### src/rtl/cla_pkg.sv
// Shared types and constants for the sequential CLA adder.
// Optional signed-overflow output is enabled with CLA_SEQ_OVF_EN.
package cla_pkg;

  // Controller state
  typedef enum logic [1:0] {
    StIdle,
    StRun,
    StDone
  } state_e;

  // Bits handled by one pass of the lookahead slice
  localparam int unsigned NIBBLE = 4;

  // Width of the nibble index for a given operand width; never below 1 bit
  function automatic int unsigned idx_width(input int unsigned width);
    int unsigned n;
    n = width / NIBBLE;
    if (n <= 1) begin
      return 1;
    end
    return $clog2(n);
  endfunction

endpackage

### src/rtl/cla_seq_adder_if.sv
// Requester-side bus of the sequential CLA adder (start/done handshake).
// The ovf signal exists only when CLA_SEQ_OVF_EN is defined.
interface cla_seq_adder_if #(
  parameter int unsigned WIDTH = 16
) ();

  logic             start;
  logic [WIDTH-1:0] a;
  logic [WIDTH-1:0] b;
  logic             cin;
  logic             busy;
  logic             done;
  logic [WIDTH-1:0] sum;
  logic             cout;
`ifdef CLA_SEQ_OVF_EN
  logic             ovf;
`endif

  modport master (
    output start,
    output a,
    output b,
    output cin,
    input  busy,
    input  done,
    input  sum,
`ifdef CLA_SEQ_OVF_EN
    input  ovf,
`endif
    input  cout
  );

  modport slave (
    input  start,
    input  a,
    input  b,
    input  cin,
    output busy,
    output done,
    output sum,
`ifdef CLA_SEQ_OVF_EN
    output ovf,
`endif
    output cout
  );

endinterface

### src/rtl/cla4_slice.sv
// Combinational 4-bit carry-lookahead slice: per-bit carries plus group
// generate/propagate so slices can also be cascaded in a tree.
module cla4_slice (
  input  logic [3:0] g_i,
  input  logic [3:0] p_i,
  input  logic       cin_i,
  output logic [4:1] c_o,
  output logic       grp_g_o,
  output logic       grp_p_o
);

  // Flattened lookahead equations, no ripple between bits
  always_comb begin
    c_o[1] = g_i[0] | (p_i[0] & cin_i);
    c_o[2] = g_i[1] | (p_i[1] & g_i[0]) | (p_i[1] & p_i[0] & cin_i);
    c_o[3] = g_i[2] | (p_i[2] & g_i[1]) | (p_i[2] & p_i[1] & g_i[0])
           | (p_i[2] & p_i[1] & p_i[0] & cin_i);
    c_o[4] = g_i[3] | (p_i[3] & g_i[2]) | (p_i[3] & p_i[2] & g_i[1])
           | (p_i[3] & p_i[2] & p_i[1] & g_i[0])
           | (p_i[3] & p_i[2] & p_i[1] & p_i[0] & cin_i);
    grp_g_o = g_i[3] | (p_i[3] & g_i[2]) | (p_i[3] & p_i[2] & g_i[1])
            | (p_i[3] & p_i[2] & p_i[1] & g_i[0]);
    grp_p_o = &p_i;
  end

endmodule

### src/rtl/cla_seq_adder.sv
// Sequential wide adder: one CLA slice reused over WIDTH/4 clocks, one nibble
// per clock. Result is held after done until the next accepted request.
// Define CLA_SEQ_OVF_EN to add the signed-overflow output.
module cla_seq_adder
  import cla_pkg::*;
#(
  parameter int unsigned WIDTH = 16
) (
  input logic            clk,
  input logic            rst,
  cla_seq_adder_if.slave bus
);

  localparam int unsigned NumNib = WIDTH / NIBBLE;
  localparam int unsigned IdxW   = idx_width(WIDTH);
  localparam int unsigned ShW    = IdxW + 2;
  localparam logic [IdxW-1:0] LastIdx = IdxW'(NumNib - 1);

  state_e           state_q, state_d;
  logic [WIDTH-1:0] a_q, a_d;
  logic [WIDTH-1:0] b_q, b_d;
  logic [WIDTH-1:0] sum_q, sum_d;
  logic             carry_q, carry_d;
  logic             cout_q, cout_d;
  logic [IdxW-1:0]  idx_q, idx_d;
`ifdef CLA_SEQ_OVF_EN
  logic             ovf_q, ovf_d;
`endif

  logic [ShW-1:0]   shamt;
  logic [3:0]       g, p, nib_sum;
  logic [4:1]       c;
  logic             grp_g, grp_p;
  logic [WIDTH-1:0] nib_mask, nib_bits;
  logic             last;

  assign shamt    = {idx_q, 2'b00};
  assign g        = a_q[shamt +: NIBBLE] & b_q[shamt +: NIBBLE];
  assign p        = a_q[shamt +: NIBBLE] ^ b_q[shamt +: NIBBLE];
  assign nib_sum  = p ^ {c[3:1], carry_q};
  assign nib_mask = WIDTH'(4'hF) << shamt;
  assign nib_bits = WIDTH'(nib_sum) << shamt;
  assign last     = (idx_q == LastIdx);

  cla4_slice u_slice (
    .g_i     (g),
    .p_i     (p),
    .cin_i   (carry_q),
    .c_o     (c),
    .grp_g_o (grp_g),
    .grp_p_o (grp_p)
  );

  // State register
  always_ff @(posedge clk) begin
    if (rst) begin
      state_q <= StIdle;
    end else begin
      state_q <= state_d;
    end
  end

  // Next state and datapath next values
  always_comb begin
    state_d = state_q;
    a_d     = a_q;
    b_d     = b_q;
    sum_d   = sum_q;
    carry_d = carry_q;
    cout_d  = cout_q;
    idx_d   = idx_q;
`ifdef CLA_SEQ_OVF_EN
    ovf_d   = ovf_q;
`endif
    unique case (state_q)
      StIdle, StDone: begin
        if (bus.start) begin
          a_d     = bus.a;
          b_d     = bus.b;
          carry_d = bus.cin;
          idx_d   = '0;
          sum_d   = '0;
          cout_d  = 1'b0;
`ifdef CLA_SEQ_OVF_EN
          ovf_d   = 1'b0;
`endif
          state_d = StRun;
        end else begin
          state_d = StIdle;
        end
      end
      StRun: begin
        sum_d   = (sum_q & ~nib_mask) | nib_bits;
        // Group terms give the same value as c[4]
        carry_d = grp_g | (grp_p & carry_q);
        idx_d   = idx_q + 1'b1;
        if (last) begin
          cout_d  = c[4];
`ifdef CLA_SEQ_OVF_EN
          ovf_d   = c[3] ^ c[4];
`endif
          idx_d   = '0;
          state_d = StDone;
        end
      end
      default: state_d = StIdle;
    endcase
  end

  // Datapath registers
  always_ff @(posedge clk) begin
    if (rst) begin
      a_q     <= '0;
      b_q     <= '0;
      sum_q   <= '0;
      carry_q <= 1'b0;
      cout_q  <= 1'b0;
      idx_q   <= '0;
`ifdef CLA_SEQ_OVF_EN
      ovf_q   <= 1'b0;
`endif
    end else begin
      a_q     <= a_d;
      b_q     <= b_d;
      sum_q   <= sum_d;
      carry_q <= carry_d;
      cout_q  <= cout_d;
      idx_q   <= idx_d;
`ifdef CLA_SEQ_OVF_EN
      ovf_q   <= ovf_d;
`endif
    end
  end

  assign bus.busy = (state_q == StRun);
  assign bus.done = (state_q == StDone);
  assign bus.sum  = sum_q;
  assign bus.cout = cout_q;
`ifdef CLA_SEQ_OVF_EN
  assign bus.ovf  = ovf_q;
`endif

endmodule

### src/flat_wrapper.sv
// flat-port wrapper written by rule: the top's interface ports become plain ports
module cla_seq_adder_flat import cla_pkg::*;
#(
  parameter int unsigned WIDTH = 16
)
  (clk, rst, bus_start, bus_a, bus_b, bus_cin, bus_busy, bus_done, bus_sum, bus_cout);
  cla_seq_adder_if #(.WIDTH(WIDTH)) bus_i ();
  input logic clk;
  input logic rst;
  input wire logic [$bits(bus_i.start)-1:0] bus_start;
  input wire logic [$bits(bus_i.a)-1:0] bus_a;
  input wire logic [$bits(bus_i.b)-1:0] bus_b;
  input wire logic [$bits(bus_i.cin)-1:0] bus_cin;
  output wire logic [$bits(bus_i.busy)-1:0] bus_busy;
  output wire logic [$bits(bus_i.done)-1:0] bus_done;
  output wire logic [$bits(bus_i.sum)-1:0] bus_sum;
  output wire logic [$bits(bus_i.cout)-1:0] bus_cout;
  assign bus_i.start = bus_start;
  assign bus_i.a = bus_a;
  assign bus_i.b = bus_b;
  assign bus_i.cin = bus_cin;
  assign bus_busy = bus_i.busy;
  assign bus_done = bus_i.done;
  assign bus_sum = bus_i.sum;
  assign bus_cout = bus_i.cout;
  cla_seq_adder #(.WIDTH(WIDTH)) u_core (.clk(clk), .rst(rst), .bus(bus_i));
endmodule
### config.mk
export PLATFORM = sky130hd
export DESIGN_NAME = cla_seq_adder_flat
export DESIGN_NICKNAME = d
export VERILOG_FILES = /design/src/rtl/cla_pkg.sv /design/src/rtl/cla_seq_adder_if.sv /design/src/rtl/cla4_slice.sv /design/src/rtl/cla_seq_adder.sv /design/src/flat_wrapper.sv
export SDC_FILE = /design/constraint.sdc
export NUM_CORES = 1
export LEC_CHECK = 0
export ABC_CLOCK_PERIOD_IN_PS = 5900
export BUFFER_PORTS_ARGS = -buffer_cell sky130_fd_sc_hd__buf_2
export CORE_MARGIN = 2
export CORE_UTILIZATION = 40
export DETAILED_ROUTE_END_ITERATION = 8
export GPL_TIMING_DRIVEN = 0
export PLACE_DENSITY = 0.6
export SLEW_MARGIN = 20
export SYNTH_ARGS = -nofsm -noshare
export SYNTH_HDL_FRONTEND = slang
export SYNTH_SLANG_ARGS = --single-unit
### constraint.sdc
create_clock -name clk -period 5.9 [get_ports clk]
set_input_delay 1.18 -clock clk [delete_from_list [all_inputs] [get_ports clk]]
set_output_delay 1.18 -clock clk [all_outputs]
set_load 0.01 [all_outputs]
# [Word level (Yosys, flattened, before mapping)]
# Index checks and enable logic that the tools add are counted.
[totals] elab_cells=71 input_bits=36 out_inout_bits=19 regBits=54
[op_classes] add_sub_neg=1 muxes=13 n_reduce_logical=7 shift=4 eq_ne=5 bitwise_logic=34
[ops] cell="$pmux 16 s2" count=1
[ops] cell="$shiftx 16x5->4" count=2
[ops] cell="$and 1x1->1" count=17
[ops] cell="$and 16x16->16" count=1
[ops] cell="$mux 16" count=1
[ops] cell="$not 16->16" count=1
[ops] cell="$or 16x16->16" count=1
[ops] cell="$shl 4x4->16" count=1
[ops] cell="$shl 4x4->16 const A" count=1
[ops] cell="$or 1x1->1" count=11
[ops] cell="$pmux 2 s2" count=2
[ops] cell="$xor 4x4->4" count=2
[ops] cell="$mux 2" count=3
[ops] cell="$and 4x4->4" count=1
[ops] cell="$eq 2x2->1 const B" count=2
[ops] cell="$mux 1" count=4
[ops] cell="$pmux 1 s2" count=2
[ops] cell="$reduce_and 2->1" count=2
[ops] cell="$reduce_and 4->1" count=1
[ops] cell="$reduce_and 3->1" count=1
[ops] cell="$add 2x1->2 const B" count=1
[ops] cell="$eq 2x1->1 const B" count=1
[ops] cell="$logic_not 2->1" count=1
[ops] cell="$ne 2x1->1 const B" count=1
[ops] cell="3 further kinds" count=3

# [Logic depth before layout (Yosys ltp)]
[depth] word_depth=10 depth_mapped=7 depth_no_buf=6

# [By module]
# From an unflattened synthesis, not the netlist that was laid out.
[unflattened] cells_unflattened=250 area_unflattened_um2=2403.6
[modules_own_cells] module="cla_seq_adder" cells_each=240 area_per_inst_um2=2343.5 instances=1 seq_area_each_um2=1081.0
[modules_own_cells] module="cla4_slice" cells_each=10 area_per_inst_um2=60.1 instances=1 seq_area_each_um2=0.0

# [Worst setup path before layout]
# OpenSTA, ideal clock, no wires.
[synth_timing] path_kind="register to register" from="register u_core.idx_q[0]" to="register u_core.sum_q[7], in the netlist u_core.bus.sum[7]" synth_period_minus_slack_ps=2235 setup_time_ps=117 arrival_ps=2118 setup_slack_ps=3665 stages_incl_launch_ff=8 cell_sequence="dfxtp_1 -> buf_6 -> mux4_2 -> ha_1 -> a41oi_1 -> o21ai_2 -> xor2_1 -> a22o_1"
[synth_via] elab_chain_cells=10 elab_cells_between_ends=19
[synth_lines] element="start, declared" line_no="cla_seq_adder.sv:25" source="logic [IdxW-1:0] idx_q, idx_d;"
[synth_lines] element="start signal, assigned" line_no="cla_seq_adder.sv:128" source="idx_q <= idx_d;"
[synth_lines] element="$shiftx 16x5->4" line_no="cla_seq_adder.sv:38, cla_seq_adder.sv:39"
[synth_lines] element="$xor 4x4->4 or $and 4x4->4 (tied branches)" line_no="cla_seq_adder.sv:39, cla_seq_adder.sv:38"
[synth_lines] element="$and 1x1->1, on equally long branches" line_no="cla4_slice.sv:16, cla4_slice.sv:17"
[synth_lines] element="$or 1x1->1 (tied with other cells)" line_no="cla4_slice.sv:16" source="c_o[3] = g_i[2] | (p_i[2] & g_i[1]) | (p_i[2] & p_i[1] & g_i[0])"
[synth_lines] element="$or 1x1->1 or $and 1x1->1 (tied branches)" line_no="cla4_slice.sv:16, cla4_slice.sv:17"
[synth_lines] element="$or 1x1->1" line_no="cla4_slice.sv:17" source="| (p_i[2] & p_i[1] & p_i[0] & cin_i);"
[synth_lines] element="$xor 4x4->4" line_no="cla_seq_adder.sv:40" source="assign nib_sum = p ^ {c[3:1], carry_q};"
[synth_lines] element="$shl 4x4->16" line_no="cla_seq_adder.sv:42" source="assign nib_bits = WIDTH'(nib_sum) << shamt;"
[synth_lines] element="$or 16x16->16 (*)" line_no="cla_seq_adder.sv:93" source="sum_d = (sum_q & ~nib_mask) | nib_bits;"
[synth_lines] element="$pmux 16 s2 (*)" line_no="cla_seq_adder.sv:75" source="unique case (state_q)"
[synth_lines] element="end signal, assigned" line_no="cla_seq_adder.sv:125" source="sum_q <= sum_d;"
[synth_lines] element="end, declared" line_no="cla_seq_adder.sv:22" source="logic [WIDTH-1:0] sum_q, sum_d;"
# Every way passes the cells marked *; elsewhere a longest branch is shown, timed or not.
# A chain may end at the register's enable or synchronous reset.

# [Final worst setup path]
# Ends and elaborated chain as after synthesis.

==> impl_metrics.py <==
metrics = {
    "clock_tree": {
        "htreeDepth": 2,
        "numClockSinks": 54,
        "cts_hold_buf": 0,
        "clockRootBuffer": "clkbuf_8",
        "ctsResizeCount": 0,
        "clk_latency_ns": 0.30,
        "cts.reportedPaths.clkPinSlew_ns": 0.09,
        "cts_buffers": 5,
        "clockBufferDepth": 2,
        "cts_setup_buffers": 0,
        "cts_tree": "yes",
    },
    "min_path": {
        "hold_start": "u_core.a_q[12]",
        "min_to": "u_core.a_q[12]",
        "whs_path_depth": 2,
        "hold_class": "reg -> reg",
    },
    "setup_path": {
        "worst_setup_path_end_kind": "flip-flop",
        "ff2ff_path_depth": 7,
        "rr_startpoint": "u_core.idx_q[0]",
        "ff2ff_setup_slack_ns": 3.37,
        "worstReg2RegEnd": "u_core.bus.sum[7]",
        "crit_arrival_ns": 2.78,
        "path_cells": "buf_6 > mux4_2 > ha_1 > a41oi_1 > o21ai_2 > xor2_1 > a22o_1",
        "cpMaxStageDelayCell": "mux4_2",
        "crit_path_max_fanout": 10,
        "cp_data_required_time_ns": 6.15,
        "critical_path_class": "reg -> reg",
        "cpPeakStageDelay_ns": 0.58,
        "critPathLaunchType": "flip-flop",
    },
    "placed_design": {
        "dpl_cell_area_um2": 2730,
        "place_hpwl_um": 3921,
        "gp_congestion": 0.7783,
        "port-buffer-count": 53,
    },
    "logic_synthesis": {
        "synthAdderAreaFrac_pct": 5.594,
        "ys_seq_area_share_pct": 45.59,
        "syn-num-nets": 295,
        "synthSimpleGateAreaFrac_pct": 16.46,
        "yosys_warnings": 0,
        "synth_edf_count": 0,
        "ys_seq_elements": 54,
        "netlist_area_um2": 2371,
        "synth_top_area_share_pct": 45.59,
        "synthMuxAreaShare_pct": 8.021,
        "synth_compound_area_share_pct": 18.84,
        "synth_top_family_by_area": "compound AO/OA/AOI/OAI gates",
        "synth.area.top_cells": "dfxtp_1 (46%), nand2_1 (11%), a21oi_1 (7.8%), mux4_2 (7.6%), a22o_1 (5.2%)",
        "avgSynthCellArea_um2": 9.522,
        "yosysUniqueCellTypes": 36,
        "yosysTopAreaCell": "dfxtp_1",
        "synth_cells": 249,
        "synth_xor_area_share_pct": 1.108,
        "ys.flop_type": "dfxtp_1",
        "synthArstFlopShare_pct": 0,
    },
    "global_routing": {
        "met2_usage_pct": 28.60,
        "grt_use_met1_pct": 23.91,
        "grt_max_degree": 15,
        "grt_pass1_vias": 1764,
        "grt_pass1_wl_um": 8776,
        "gr-usage-met3_pct": 3.444,
        "antenna_found_initial": 0,
        "overflow": 0,
        "grt_busiest_layer": "met2",
        "grt.total_usage_pct": 17.63,
    },
    "final_layout": {
        "diodes": 0,
        "nets": 355,
        "ff_latch_area_um2": 1081,
        "nFillCells": 616,
        "multi_input_area_um2": 1186,
        "drive_gt1_share_pct": 28.80,
        "area_growth_pct": 18.36,
        "fin_area_um2": 2806,
    },
    "die": {
        "dieArea_um2": 6559,
        "start_util_pct": 40.77,
        "io-pin-count": 55,
        "fp.dieH_um": 80.99,
        "placementRows": 28,
        "dieWidth_um": 80.99,
        "core_um2": 5816,
    },
    "power": {
        "p_leak_nw": 1.215,
        "vdd_drop_max_mv": 0.1021,
        "pwr_density_cell_nw_per_um2": 249.8,
    },
    "drt": {
        "wl_per_cell_um": 13.76,
        "viasPerCell": 4.971,
        "ant_nets": 0,
        "dr.pass1.iters": 4,
        "wl_um": 5284,
        "vias": 1909,
        "drtIter0Drc": 99,
        "drc_errors": 0,
    },
    "sta": {
        "finalMaxSlewViolations": 0,
        "rsz0062_at_grt": "false",
        "period_needed_ns": 2.529,
        "hold_violations": 0,
        "tightest_slew_ns": 0.5647,
        "maxSlewHeadroom_pct": 62.01,
        "timing.final.crit_share_pct": 42.87,
        "final-setup-viol-count": 0,
        "clock_skew_ns": 0.003954,
        "clock.fmax_mhz": 395.4,
        "tns_ns": 0,
    },
    "run_status": {
        "outcome": "finished clean",
    },
    "job": {
        "drv_cap": 0,
    },
}
==> area by class of cell <==
| cell class | instances | share of cell area (%) |
|---|---|---|
| clock buffer | 7 | 2.720 |
| multi-input combinational | 176 | 42.26 |
| buffer | 15 | 3.076 |
| tap | 75 | 3.344 |
| sequential | 54 | 38.52 |
| timing repair buffer | 53 | 9.452 |
| inverter | 4 | 0.6242 |
==> worst max path at each step <==
stage	start	end	slack [ns]	cells after the start
5_1_grt	u_core.idx_q[0]	u_core.bus.sum[7]	3.18	7
4_1_cts	u_core.idx_q[0]	u_core.bus.sum[7]	3.31	7
3_3_place_gp	u_core.idx_q[0]	u_core.bus.sum[7]	3.39	7
2_1_floorplan	u_core.idx_q[0]	u_core.bus.sum[7]	3.67	7
6_report	u_core.idx_q[0]	u_core.bus.sum[7]	3.37	7
3_5_place_dp	u_core.idx_q[0]	u_core.bus.sum[7]	3.32	7
==> cells in the mapped netlist (3+ instances only) <==
library cell  number
a22o_1            14
nor2_1             9
mux4_2             8
dfxtp_1           54
clkbuf_1           3
nand2_1           67
a21oi_4            4
buf_2              9
inv_1              3
a21oi_1           37
ha_1               9
==> through the flow <==
step / std cells / total power [mW] / utilization (%) / hold WS, ns / setup slack, ns
final: 384 / 0.7011 / 48.26 / 0.4572 / 3.371
after global routing: 384 / 0.7383 / 48.26 / 0.4745 / 3.181
after CTS: 384 / 0.7073 / 48.26 / 0.4574 / 3.311
after detailed placement: 377 / 0.5165 / 46.94 / 0.4445 / 3.319
after global placement: 377 / 0.5141 / 46.94 / 0.4398 / 3.393
after floorplan: 249 / 0.4778 / - / 0.4331 / 3.665
==> logic make-up after synthesis <==
kind of cell	count (synthesis)
buffers and inverters	19
multiplexers	9
flip-flops	54
XOR/XNOR	3
AO/OA/AOI/OAI	63
AND/OR/NAND/NOR	91
adder cells (fa/ha/maj)	10
==> critical path: cells and delay by family (launching register included) <==
kind | cells | cell delay (ns)
XOR/XNOR | 1 | 0.37
flip-flops | 1 | 0.41
buffers and inverters | 1 | 0.21
AO/OA/AOI/OAI | 3 | 0.57
multiplexers | 1 | 0.58
adder cells (fa/ha/maj) | 1 | 0.33
==> layer usage <==
| metal | up-vias | part of all wire (%) |
|---|---|---|
| li1 | 979 | - |
| met1 | 874 | 47 |
| met2 | 50 | 47 |
| met3 | 6 | 4.5 |
| met4 | 0 | 1.3 |
| met5 | - | 0 |
==> sequential cells by signal (all words and copies together), names as in the netlist <==
name and flops:
u_core.bus.sum 16, u_core.idx_q 2, u_core.b_q 16, u_core.a_q 16, u_core.carry_q 1, u_core.state_q 2, u_core.bus.cout 1
==> layout by cell type, fill, tap and decap left out, drive strengths merged <==
master	instances
fa	1
nand2	67
a41oi	1
dfxtp	54
mux2i	1
xor2	2
o2bb2ai	2
nand3	2
o21ai	2
a21o	1
ha	9
or3	1
nand3b	1
inv	4
and2b	2
a31oi	1
clkbuf	10
nand2b	3
nor2	11
nor3	1
xnor2	1
nor4	2
a22o	14
a21oi	41
a2bb2o	1
buf	65
nor3b	1
mux4	8
==> power by group <==
part	total, mW	switching (mW)	internal [mW]
Combinational	0.115	0.0666	0.0482
Clock	0.195	0.113	0.0821
Sequential	0.391	0.0102	0.381
No activity file was read; power rests on OpenSTA's default activity.
